### src/rtl/led7_scan_driver.sv
// Time-multiplexed common-anode seven-segment driver. Each digit gets one REFRESH_DIV-cycle slot.
// seg/dp/an are registered one cycle behind the scan state. The block is free-running and has no backpressure.
module led7_scan_driver #(
  parameter int NUM_DIGITS   = 4,
  parameter int REFRESH_DIV  = 50000,
  parameter int GUARD        = 2,
  parameter int BLINK_FRAMES = 64
) (
  input  logic                    clk,
  input  logic                    rst,
  input  logic                    enable,
  input  logic                    load,
  input  logic [4*NUM_DIGITS-1:0] digits,
  input  logic [NUM_DIGITS-1:0]   dp_in,
  input  logic                    lz_blank,
  input  logic [NUM_DIGITS-1:0]   blink_mask,
  output logic [6:0]              seg,
  output logic                    dp,
  output logic [NUM_DIGITS-1:0]   an,
  output logic                    frame_done
);
  localparam int CW = $clog2(REFRESH_DIV + 1);
  localparam int IW = (NUM_DIGITS > 1) ? $clog2(NUM_DIGITS) : 1;
  localparam int BW = $clog2(BLINK_FRAMES + 1);

  logic [CW-1:0]           cnt;
  logic [IW-1:0]           idx;
  logic [BW-1:0]           blink_cnt;
  logic                    blink_ph;
  logic [4*NUM_DIGITS-1:0] shadow_dig;
  logic [NUM_DIGITS-1:0]   shadow_dp;

  logic                    slot_end;
  logic                    frame_end;
  logic [3:0]              cur_nib;
  logic                    cur_dp;
  logic                    cur_blink;
  logic                    upper_zero;
  logic                    anode_off;
  logic                    blank;
  logic [6:0]              seg_dec;
  logic [NUM_DIGITS-1:0]   an_nxt;

  assign slot_end  = (cnt == CW'(REFRESH_DIV - 1));
  assign frame_end = slot_end && (idx == IW'(NUM_DIGITS - 1));

  always_ff @(posedge clk) begin
    if (rst) begin
      cnt        <= '0;
      idx        <= '0;
      blink_cnt  <= '0;
      blink_ph   <= 1'b0;
      frame_done <= 1'b0;
    end else begin
      frame_done <= frame_end;
      if (slot_end) begin
        cnt <= '0;
        idx <= frame_end ? '0 : idx + IW'(1);
      end else begin
        cnt <= cnt + CW'(1);
      end
      if (frame_end) begin
        if (blink_cnt == BW'(BLINK_FRAMES - 1)) begin
          blink_cnt <= '0;
          blink_ph  <= ~blink_ph;
        end else begin
          blink_cnt <= blink_cnt + BW'(1);
        end
      end
    end
  end

  always_ff @(posedge clk) begin
    if (rst) begin
      shadow_dig <= '0;
      shadow_dp  <= '0;
    end else if (load) begin
      shadow_dig <= digits;
      shadow_dp  <= dp_in;
    end
  end

  // Select the current digit and check whether it and every digit above it are zero.
  always_comb begin
    cur_nib    = 4'h0;
    cur_dp     = 1'b0;
    cur_blink  = 1'b0;
    upper_zero = 1'b1;
    anode_off  = !enable || (cnt < CW'(GUARD));
    an_nxt     = '1;
    for (int k = 0; k < NUM_DIGITS; k++) begin
      if (k == int'(idx)) begin
        cur_nib   = shadow_dig[4*k +: 4];
        cur_dp    = shadow_dp[k];
        cur_blink = blink_mask[k];
        an_nxt[k] = anode_off;
      end
      if ((k >= int'(idx)) && (shadow_dig[4*k +: 4] != 4'h0)) begin
        upper_zero = 1'b0;
      end
    end
    blank = anode_off
         || (lz_blank && upper_zero && (idx != '0))
         || (cur_blink && blink_ph);
  end

  always_comb begin
    seg_dec = 7'h7F;
    case (cur_nib)
      4'h0: seg_dec = 7'h40;
      4'h1: seg_dec = 7'h79;
      4'h2: seg_dec = 7'h24;
      4'h3: seg_dec = 7'h30;
      4'h4: seg_dec = 7'h19;
      4'h5: seg_dec = 7'h12;
      4'h6: seg_dec = 7'h02;
      4'h7: seg_dec = 7'h78;
      4'h8: seg_dec = 7'h00;
      4'h9: seg_dec = 7'h10;
      4'hA: seg_dec = 7'h08;
      4'hB: seg_dec = 7'h03;
      4'hC: seg_dec = 7'h46;
      4'hD: seg_dec = 7'h21;
      4'hE: seg_dec = 7'h06;
      4'hF: seg_dec = 7'h0E;
      default: seg_dec = 7'h7F;
    endcase
  end

  always_ff @(posedge clk) begin
    if (rst) begin
      seg <= 7'h7F;
      dp  <= 1'b1;
      an  <= '1;
    end else begin
      seg <= blank ? 7'h7F : seg_dec;
      dp  <= blank | ~cur_dp;
      an  <= an_nxt;
    end
  end

endmodule

### config.mk
export PLATFORM = sky130hd
export DESIGN_NAME = led7_scan_driver
export DESIGN_NICKNAME = d
export VERILOG_FILES = /design/src/rtl/led7_scan_driver.sv
export SDC_FILE = /design/constraint.sdc
export NUM_CORES = 1
export LEC_CHECK = 0
export CORE_ASPECT_RATIO = 0.9
export CORE_MARGIN = 2
export CORE_UTILIZATION = 48
export CTS_CLUSTER_DIAMETER = 40
export DETAILED_ROUTE_END_ITERATION = 10
export GPL_ROUTABILITY_DRIVEN = 0
export PLACE_DENSITY_LB_ADDON = 0.05
export SLEW_MARGIN = 30
export SYNTH_ARGS = -nofsm -noshare
export SYNTH_HDL_FRONTEND = slang
export SYNTH_SLANG_ARGS = --single-unit
### constraint.sdc
create_clock -name clk -period 2.4 [get_ports clk]
set_clock_uncertainty 0.1 [all_clocks]
set_input_delay 0.48 -clock clk [delete_from_list [all_inputs] [get_ports clk]]
set_output_delay 0.48 -clock clk [all_outputs]
set_load 0.01 [all_outputs]
==> impl_metrics.env <==
export IMPL_arrival_ns=2.41
export IMPL_cts_sinks=59
export IMPL_drive_gt1_share_pct=12.1
export IMPL_maxCapViolCount=0
export IMPL_path_max_fanout=8
export IMPL_ant_nets=0
export IMPL_start_util_pct=49.5
export IMPL_cts_root_buf="clkbuf_8"
export IMPL_leakage_nw=1.40
export IMPL_pin_count=42
export IMPL_layout_commonest_cell="dfxtp_1"
export IMPL_holdPathStages=1
export IMPL_cp_start_kind="flip-flop"
export IMPL_grt_pass1_wl_mm=9.84
export IMPL_whs_endpoint="cnt[0]$_SDFF_PP0_"
export IMPL_regArea_um2=1180
export IMPL_netlist_area_um2=2780
export IMPL_yosysUniqueCellTypes=45
export IMPL_r2r_start="idx[0]$_SDFFE_PP0N_"
export IMPL_std_cell_rows=26
export IMPL_clkLatencyLatePin_ns=0.33
export IMPL_hold_violations=0
export IMPL_max_clock_freq_mhz=443
export IMPL_synth_top_cell_area_share_pct=42.4
export IMPL_crit_type="flip-flop to flip-flop"
export IMPL_ctsHoldBuffers=0
export IMPL_die_h_um=76.3
export IMPL_reg2reg_to="seg[1]$_SDFF_PP1_"
export IMPL_drv_slew=0
export IMPL_internal_power_mw=1.65
export IMPL_p_total_mw=2.12
export IMPL_yosysWarningCount=0
export IMPL_relSlewSlack_pct=61.3
export IMPL_layoutNonFillerInstCount=425
export IMPL_synth_async_sr_flop_share_pct=0
export IMPL_avgSynthCellArea_um2=9.25
export IMPL_cp_end_kind="flip-flop"
export IMPL_dr_pass1_iters=5
export IMPL_synth_edf_count=0
export IMPL_layout_nets=393
export IMPL_wl_mm=5.77
export IMPL_drtIter0Drc=80
export IMPL_synthTopCellsByArea="dfxtp_1, mux2i_1, nor2_1"
export IMPL_cp_required_ns=2.56
export IMPL_synth_main_ff_cell="dfxtp_1"
export IMPL_setup_viol=0
export IMPL_status="complete, no violations"
export IMPL_grt_max_degree=35
export IMPL_core_area_um2=5630
export IMPL_post_drt_wl_per_cell_um=13.6
export IMPL_fillers=503
export IMPL_mostFrequentLayoutCells="dfxtp_1, nor2_1, clkdlybuf4s50_1"
export IMPL_place_inst=408
export IMPL_grt_overflow=0
export IMPL_antenna_found_initial=0
export IMPL_switching_share_pct=22.2
export IMPL_pwr_share_comb_pct=9.4
export IMPL_diodes=0
export IMPL_via_per_inst=5.16
export IMPL_die_w_um=84.3
export IMPL_synth_fp_nets=343
export IMPL_worst_pin_slew_ns=0.576
export IMPL_via_count=2193
export IMPL_grt_pass1_vias=2082
export IMPL_drc=0
export IMPL_p_clk_share_pct=42.0
export IMPL_h_tree_depth=3
export IMPL_hold_path_class="flip-flop to flip-flop"
export IMPL_multi_input_area_um2=1500
export IMPL_die_area_um2=6430
export IMPL_syn_to_final_growth_pct=26.2
export IMPL_powerDensity_nw_per_um2=605
export IMPL_cts_tree="built"
export IMPL_clkTransAtPathRegs_ns=0.06
export IMPL_synthCells=301
export IMPL_clockBufferDepth=2
export IMPL_placed_area_um2=3270
export IMPL_finalInstanceArea_um2=3510
export IMPL_fin_util_pct=62.4
export IMPL_ys_seq_elements=59
export IMPL_fin_crit_ns=2.26
export IMPL_p_switching_mw=0.471
export IMPL_hpwl_mm=4.16
export IMPL_rrSetupSlack_ns=0.14
export IMPL_cts_buffers=9
export IMPL_p_seq_share_pct=48.6
export IMPL_synth_top_area_cell="dfxtp_1"
export IMPL_numPortBuffers=41
export IMPL_r2r_cells=7
export IMPL_seq_area_frac_synth_pct=42.4
export IMPL_peakVddDrop_mv=0.493
export IMPL_hp_start="cnt[0]$_SDFF_PP0_"
export IMPL_period_share_pct=94.1
export IMPL_grt_usage_pct=19.3
## Yosys cell counts, types with 3 or more instances
cell type / count
a21oi_1: 8
a22oi_1: 3
and3_1: 8
and4_1: 3
buf_4: 5
clkbuf_1: 6
dfxtp_1: 59
ha_1: 13
inv_1: 10
mux2i_1: 25
nand2_1: 18
nand3_1: 12
nand3b_1: 3
nand4_1: 5
nor2_1: 47
nor2b_1: 5
nor3_1: 5
nor3b_1: 3
nor4_1: 5
o211ai_1: 4
o21ai_0: 5
xnor2_1: 8
xor2_1: 9
## registers in the layout (all words and copies together), names as in the netlist
signal	flops
cnt	16
shadow_dig	16
blink_cnt	7
seg	7
an	4
shadow_dp	4
idx	2
blink_ph	1
dp	1
frame_done	1
## how the worst max path moves through the flow
stage	start	end	slack (ns)	depth (start not counted)
global placement	blink_mask[1]	seg[2]$_SDFF_PP1_	0.07	5
floorplan	idx[0]$_SDFFE_PP0N_	seg[3]$_SDFF_PP1_	0.05	10
CTS	idx[1]$_SDFFE_PP0N_	seg[3]$_SDFF_PP1_	-0.004	10
finish	idx[0]$_SDFFE_PP0N_	seg[1]$_SDFF_PP1_	0.14	7
detailed placement	idx[1]$_SDFFE_PP0N_	seg[3]$_SDFF_PP1_	0.005	10
global route	idx[0]$_SDFFE_PP0N_	seg[3]$_SDFF_PP1_	-0.002	10
## what timing repair did
action	CTS	global route
endpoints found under the setup margin	1	7
gates resized for setup	0	11
pin swaps	0	2
setup buffers	0	2
## metal layers
metal / vias to the layer above / GRT usage [%] / wire length [um] / share of wire, %
met5: - / 0 / 0 / 0
met4: 0 / 5.81 / 62 / 1.1
met3: 7 / 7.26 / 227 / 3.9
met2: 49 / 28.9 / 2610 / 45
met1: 994 / 25.9 / 2870 / 50
li1: 1143 / - / - / -
## worst max-delay path, stage by stage, from the launching register on
cell and delay, ns:
dfxtp_2 0.36, inv_1 0.09, ha_1 0.22, buf_4 0.15
or4b_1 0.47, nor4_1 0.51, a311oi_4 0.15, o211ai_1 0.12
## layout make-up
cell class,instances,area share [%]
clock buffers,13,4.52
clock inverters,2,0.997
inverters,10,1.07
multi-input cells,217,42.8
flip-flops and latches,59,33.7
well taps,70,2.49
repair buffers,54,14.5
## cells by family (layout without fill, tap and decap cells)
| family | count (synthesis) | count (layout) | share of synthesized area (%) |
|---|---|---|---|
| AOI/OAI and AO/OA | 31 | 31 | 7.60 |
| xor gates and xnor gates | 17 | 17 | 5.35 |
| adders and majority gates | 13 | 13 | 5.84 |
| buffers and inverters | 25 | 79 | 4.67 |
| DFF | 59 | 59 | 42.4 |
| muxes | 27 | 27 | 9.80 |
| and+or+nand+nor | 129 | 129 | 24.3 |
## through the flow
step	setup WS (ns)	hold slack (ns)	setup TNS [ns]
floorplan	0.0527	0.312	0
global placement	0.0654	0.331	0
detailed placement	0.00511	0.343	0
CTS	-0.00421	0.354	-0.00421
global route	-0.00240	0.385	-0.00240
finish	0.143	0.353	0
## power groups by stage
stage | clock (mW) | combinational [mW] | sequential, mW
floorplan | 0 | 0.110 | 1.05
global placement | 0 | 0.194 | 1.05
detailed placement | 0 | 0.195 | 1.05
CTS | 0.920 | 0.197 | 1.03
global route | 0.973 | 0.221 | 1.03
finish | 0.892 | 0.200 | 1.03
Note: power is estimated with default switching activity, not from simulation.
